$ cat src/rtl/a_ctrls_tx.sv
// a_ctrls_tx: control-frame transmitter for the effects-chain control link.
// It watches seven 8-bit control values. When one of them changes, or when
// force_all requests a resend, it sends an ASCII frame over an 8N1 UART line:
//   ':'  '0'+chan  HEX(value[7:4])  HEX(value[3:0])  LF
// Optional feature macro A_CTRLS_TX_CHKSUM_EN inserts two hex checksum digits,
// HEX((chan + value) mod 256), before the LF. That gives a 7-byte frame.
// Line handshake: there is no ready/valid pair. A channel is "offered"
// whenever its input differs from its shadow copy or its force bit is set.
// It is "accepted" on the clock edge where the IDLE state selects it.
module a_ctrls_tx #(
    parameter int fCLK  = 50_000_000,
    parameter int fBAUD = 9_600
) (
    input  logic       clk,
    input  logic       reset_n,
    input  logic [7:0] blend,
    input  logic [7:0] gain,
    input  logic [7:0] a8,
    input  logic [7:0] a5,
    input  logic [7:0] a4,
    input  logic [7:0] delay,
    input  logic [7:0] feedbk,
    input  logic       force_all,
    output logic       CTRL_TX,
    output logic       busy,
    output logic       frame_done
);

    localparam int BIT_CYC = fCLK / fBAUD;
    localparam int CW      = $clog2(BIT_CYC);
    localparam logic [CW-1:0] BAUD_LAST = CW'(BIT_CYC - 1);
`ifdef A_CTRLS_TX_CHKSUM_EN
    localparam logic [2:0] LAST_BYTE = 3'd6;
`else
    localparam logic [2:0] LAST_BYTE = 3'd4;
`endif

    typedef enum logic [1:0] {S_IDLE, S_START, S_DATA, S_STOP} state_t;

    state_t        state_q, state_d;
    logic [CW-1:0] baud_q, baud_d;
    logic [2:0]    bit_q, bit_d;
    logic [2:0]    byte_q, byte_d;
    logic [2:0]    chan_q, chan_d;
    logic [7:0]    val_q, val_d;
    logic          tx_q, tx_d;
    logic          busy_q, busy_d;
    logic          done_q, done_d;
    logic [6:0]    force_q, force_d;
    logic [2:0]    ptr_q, ptr_d;
    logic [7:0]    shadow_q [7];
    logic [7:0]    shadow_d [7];

    logic [7:0]    in_vals [7];
    logic [6:0]    pending;
    logic          sel_found;
    logic [2:0]    sel_idx;
    logic [7:0]    cur_byte;

    function automatic logic [2:0] add_mod7(input logic [2:0] a, input logic [2:0] b);
        logic [3:0] s;
        s = {1'b0, a} + {1'b0, b};
        if (s >= 4'd7) s = s - 4'd7;
        return s[2:0];
    endfunction

    function automatic logic [7:0] hex_char(input logic [3:0] n);
        return (n < 4'd10) ? (8'h30 + {4'h0, n}) : (8'h37 + {4'h0, n});
    endfunction

    assign in_vals[0] = blend;
    assign in_vals[1] = gain;
    assign in_vals[2] = a8;
    assign in_vals[3] = a5;
    assign in_vals[4] = a4;
    assign in_vals[5] = delay;
    assign in_vals[6] = feedbk;

    // A channel is pending when its value moved away from the last sent copy or a resend is queued
    always_comb begin
        pending = '0;
        for (int i = 0; i < 7; i++) begin
            pending[i] = (in_vals[i] != shadow_q[i]) || force_q[i];
        end
    end

    // Round-robin pick: first pending channel scanning upward from the pointer, mod 7
    always_comb begin
        sel_found = 1'b0;
        sel_idx   = 3'd0;
        for (int k = 0; k < 7; k++) begin
            if (!sel_found && pending[add_mod7(ptr_q, 3'(k))]) begin
                sel_found = 1'b1;
                sel_idx   = add_mod7(ptr_q, 3'(k));
            end
        end
    end

    // Byte currently being shifted, chosen by its position in the frame
    always_comb begin
`ifdef A_CTRLS_TX_CHKSUM_EN
        logic [7:0] chk;
        chk = {5'd0, chan_q} + val_q;
`endif
        cur_byte = 8'h0A;
        case (byte_q)
            3'd0:    cur_byte = 8'h3A;
            3'd1:    cur_byte = 8'h30 + {5'd0, chan_q};
            3'd2:    cur_byte = hex_char(val_q[7:4]);
            3'd3:    cur_byte = hex_char(val_q[3:0]);
`ifdef A_CTRLS_TX_CHKSUM_EN
            3'd4:    cur_byte = hex_char(chk[7:4]);
            3'd5:    cur_byte = hex_char(chk[3:0]);
`endif
            default: cur_byte = 8'h0A;
        endcase
    end

    // Next-state logic: channel selection, bit timing, and byte sequencing
    always_comb begin
        state_d  = state_q;
        baud_d   = baud_q;
        bit_d    = bit_q;
        byte_d   = byte_q;
        chan_d   = chan_q;
        val_d    = val_q;
        tx_d     = tx_q;
        busy_d   = busy_q;
        done_d   = 1'b0;
        force_d  = force_q;
        ptr_d    = ptr_q;
        shadow_d = shadow_q;

        case (state_q)
            S_IDLE: begin
                tx_d = 1'b1;
                if (sel_found) begin
                    chan_d            = sel_idx;
                    val_d             = in_vals[sel_idx];
                    shadow_d[sel_idx] = in_vals[sel_idx];
                    force_d[sel_idx]  = 1'b0;
                    ptr_d             = add_mod7(sel_idx, 3'd1);
                    byte_d            = 3'd0;
                    baud_d            = '0;
                    busy_d            = 1'b1;
                    tx_d              = 1'b0;
                    state_d           = S_START;
                end
            end
            S_START: begin
                if (baud_q == BAUD_LAST) begin
                    baud_d  = '0;
                    bit_d   = 3'd0;
                    tx_d    = cur_byte[0];
                    state_d = S_DATA;
                end else begin
                    baud_d = baud_q + CW'(1);
                end
            end
            S_DATA: begin
                if (baud_q == BAUD_LAST) begin
                    baud_d = '0;
                    if (bit_q == 3'd7) begin
                        tx_d    = 1'b1;
                        state_d = S_STOP;
                    end else begin
                        bit_d = bit_q + 3'd1;
                        tx_d  = cur_byte[bit_d];
                    end
                end else begin
                    baud_d = baud_q + CW'(1);
                end
            end
            S_STOP: begin
                if (baud_q == BAUD_LAST) begin
                    baud_d = '0;
                    if (byte_q == LAST_BYTE) begin
                        done_d  = 1'b1;
                        busy_d  = 1'b0;
                        state_d = S_IDLE;
                    end else begin
                        byte_d  = byte_q + 3'd1;
                        tx_d    = 1'b0;
                        state_d = S_START;
                    end
                end else begin
                    baud_d = baud_q + CW'(1);
                end
            end
            default: begin
                tx_d    = 1'b1;
                state_d = S_IDLE;
            end
        endcase

        // A resend request overrides the clear of the channel being selected this edge
        if (force_all) force_d = 7'h7F;
    end

    // State registers; reset drops the line high immediately and forgets all history
    always_ff @(posedge clk or negedge reset_n) begin
        if (!reset_n) begin
            state_q <= S_IDLE;
            baud_q  <= '0;
            bit_q   <= 3'd0;
            byte_q  <= 3'd0;
            chan_q  <= 3'd0;
            val_q   <= 8'h00;
            tx_q    <= 1'b1;
            busy_q  <= 1'b0;
            done_q  <= 1'b0;
            force_q <= 7'h00;
            ptr_q   <= 3'd0;
            for (int i = 0; i < 7; i++) shadow_q[i] <= 8'h00;
        end else begin
            state_q  <= state_d;
            baud_q   <= baud_d;
            bit_q    <= bit_d;
            byte_q   <= byte_d;
            chan_q   <= chan_d;
            val_q    <= val_d;
            tx_q     <= tx_d;
            busy_q   <= busy_d;
            done_q   <= done_d;
            force_q  <= force_d;
            ptr_q    <= ptr_d;
            shadow_q <= shadow_d;
        end
    end

    assign CTRL_TX    = tx_q;
    assign busy       = busy_q;
    assign frame_done = done_q;

endmodule

$ cat config.mk
export PLATFORM = sky130hd
export DESIGN_NAME = a_ctrls_tx
export DESIGN_NICKNAME = d
export VERILOG_FILES = /design/src/rtl/a_ctrls_tx.sv
export SDC_FILE = /design/constraint.sdc
export NUM_CORES = 1
export LEC_CHECK = 0
export CAP_MARGIN = 20
export CORE_MARGIN = 3
export CORE_UTILIZATION = 55
export CTS_CLUSTER_SIZE = 20
export DETAILED_ROUTE_END_ITERATION = 7
export GPL_ROUTABILITY_DRIVEN = 0
export PLACE_DENSITY = 0.83
export SYNTH_ARGS = -nofsm -noshare
export SYNTH_HDL_FRONTEND = slang
export SYNTH_SLANG_ARGS = --single-unit
$ cat constraint.sdc
create_clock -name clk -period 6.5 [get_ports clk]
set_input_delay 0.65 -clock clk [delete_from_list [all_inputs] [get_ports clk]]
set_output_delay 0.65 -clock clk [all_outputs]
set_load 0.02 [all_outputs]
==> metrics <==
syn_nets 844; met3 WL 1560 microns; critical path data arrival time 5.97 ns; die span in x 123 microns; root buffer cell clkbuf_16; Vert. Die Dim 123 microns; Int Power 948 uW; final setup vio count 0; data required time at the worst endpoint 6.74 ns; top_reg_cell synth dfrtp_1; drt pass-1 iters 8; critical path class flop to flop; Avg Cell Area, Syn 9.93 sq um; Vias 6421; drt total wl 20200 microns; M1 wire length 8320 microns; I/O Buffers 61; Layout area overhead 13.0%; Core ar. 13300 sq um; ratio of cells with drive above 1 in the final layout 14.0%; Layout Nets 895; # IOs 62; Synth Cell Area 7510 sq um; antenna violations before repair 0; sequential area share after synthesis 33.7%; worst-path fanout max 28; area share of the largest cell type after synthesis 33.3%; Flop pwr share 50.5%; max-slew violation count 0; worst-skew pair later-pin latency 0.36 ns; Sw Ratio 23.8%; Clock Skew 0.00406 ns; antenna fix cells 0; CTS Hold Bufs 0; largest cells by area after synthesis dfrtp_1 (33%), mux2_2 (7.5%), xor2_1 (7.1%); Max Used Layer met4; Logic pwr share 8.3%; CTS tree done; Tmin final 5.72 ns; Reg clk slew, reported paths 0.07 ns; Final period util 88.1%; Finished Core Util 63.8%; Peak VDD IR 0.000172 V; vias in the first global route 6578; Avg WL per Cell 20.4 microns; post-synth cell types 87; DRC viols 0; Relative slew margins 33.4%; DR iter-0 viols 627; Slew @ Worst Pin 1.00 ns; post-DR vias/cell 6.50; DPL Wire Length 15400 microns; hold crit path type primary input to asynchronous set/reset pin; startpoint types flop; die area 15100 sq um; largest net degree at the start of global routing 78; final hold viol count 0; Synth area leader dfrtp_1; EDFF count, synth 0; post-CTS sizing 0; Pleak 0.00383 uW; clock group share of total power 41.2%; Final Non-Filler Cells 988; Overflow after GRT 0; fillers 1036; TNS Setup 0 ns; async set-reset flop share out of synthesis 100%; synthesis-stage register bit count 101; clock buffer depth 2; Final ANT Viol Nets 0; Total GRT Usage 27.6%; CTS sink count 101; final worst slack 0.776 ns; cts bufs inserted 9; row count 42; status finished, final reports clean; switching power 295 uW; synthesis warning total 0; fmax 175 MHz; unrepaired setup endpoints after global routing false; met2 wire length 9560 microns; post-place setup slack 0.834 ns; postcts setup bufs 0; Finished Cell Area 8480 sq um; Syn Inst Count 756; Placed Area 8220 sq um; Initial Util 56.5%; Pwr Density 147 nW/um^2; CTS H-tree depth 3; first-pass GRT wire length 32900 microns; MaxCap Viol Count 0; placed cells 972; Worst Setup End Kind flop
## registers in the layout (all words and copies together), names as in the netlist
name and count:
force_q 7, val_q 8, shadow_q 56, baud_q 13, byte_q 3, bit_q 3, ptr_q 3, frame_done 1
CTRL_TX 1, busy 1, chan_q 3, state_q 2
## kinds of logic after synthesis
| group | after synthesis | synth area share [%] |
|---|---|---|
| xor gates and xnor gates | 74 | 8.83 |
| AOI/OAI and AO/OA | 190 | 18.2 |
| adders and majority gates | 29 | 4.93 |
| DFF | 101 | 33.7 |
| muxes | 92 | 14.1 |
| buffers and inverters | 54 | 3.62 |
| and+or+nand+nor | 216 | 16.6 |
## metrics by stage
stage	hold WS, ns	power (uW)
after floorplan	0.354	671
after global placement	0.464	740
after detailed placement	0.466	743
after CTS	0.186	1250
after global routing	0.193	1280
final	0.178	1240
## Yosys cell counts (8+ instances only)
| library cell | number |
|---|---|
| mux2_2 | 50 |
| xnor2_1 | 11 |
| nand4_1 | 13 |
| inv_1 | 25 |
| mux2_1 | 9 |
| clkbuf_1 | 13 |
| o2bb2ai_1 | 8 |
| mux2i_1 | 23 |
| nor3_1 | 17 |
| dfrtp_1 | 100 |
| a311oi_1 | 13 |
| o22ai_1 | 9 |
| ha_1 | 28 |
| a211oi_1 | 15 |
| nor2_1 | 39 |
| xor2_1 | 61 |
| a2bb2oi_1 | 8 |
| mux2_4 | 8 |
| nand2_1 | 56 |
| o21ai_0 | 41 |
| and3_1 | 13 |
| a21oi_1 | 23 |
| a31oi_1 | 13 |
| nand3_1 | 17 |
## area by class of cell
cell class | instances | area [sq um] | area share [%]
Clock buffer | 13 | 250 | 2.95
Clock inverter | 3 | 18.8 | 0.221
Inverter | 26 | 97.6 | 1.15
Multi-Input combinational cell | 601 | 4710 | 55.5
Sequential cell | 101 | 2530 | 29.8
Tap cell | 176 | 220 | 2.60
Timing Repair Buffer | 68 | 661 | 7.79
## layer usage
| metal | global-route usage, % | vias up |
|---|---|---|
| met2 | 44.7 | 333 |
| met4 | 11.3 | 0 |
| met1 | 36.0 | 3092 |
| met3 | 5.99 | 75 |
| li1 | - | 2921 |
| met5 | 0 | - |
## critical path, stage by stage, from the launching register on
cell	delay [ns]
dfrtp_1	0.81
ha_1	0.31
inv_1	0.08
ha_1	0.36
mux2i_1	0.43
nand4_1	0.19
a311oi_1	0.51
a311o_2	0.25
nand2_1	0.18
or4_1	0.51
a22o_1	0.52
or3_1	0.70
nor2b_4	0.40
mux2_4	0.34
## power by group through the flow
stage | sequential, uW | combinational, uW | clock, uW
floorplan | 640 | 30.9 | 0
global placement | 640 | 99.7 | 0
detailed placement | 640 | 102 | 0
CTS | 628 | 103 | 516
global route | 628 | 111 | 543
finish | 628 | 103 | 512
## placed cells by master, fill, tap and decap left out, drive strengths merged, types with 23 or more instances in the layout
cell type / netlist / layout
a21oi: 23 / 23
nand2: 58 / 58
dfrtp: 100 / 100
xor2: 62 / 62
ha: 28 / 28
inv: 26 / 27
mux2i: 23 / 23
clkdlybuf4s50: 0 / 60
o21ai: 41 / 41
nor2: 41 / 41
mux2: 67 / 67
## final timing paths
kind,start,end,cells past startpoint,slack (ns)
min,reset_n,baud_q[11],1,0.18
min in group clk,CTRL_TX,CTRL_TX,2,0.50
max in group asynchronous,reset_n,shadow_q[2],2,5.02
max reg2reg,ptr_q[0],shadow_q[54],13,0.78
max,ptr_q[0],shadow_q[54],13,0.78
min reg2reg,CTRL_TX,CTRL_TX,2,0.50
(Power assumes the default switching activity.)
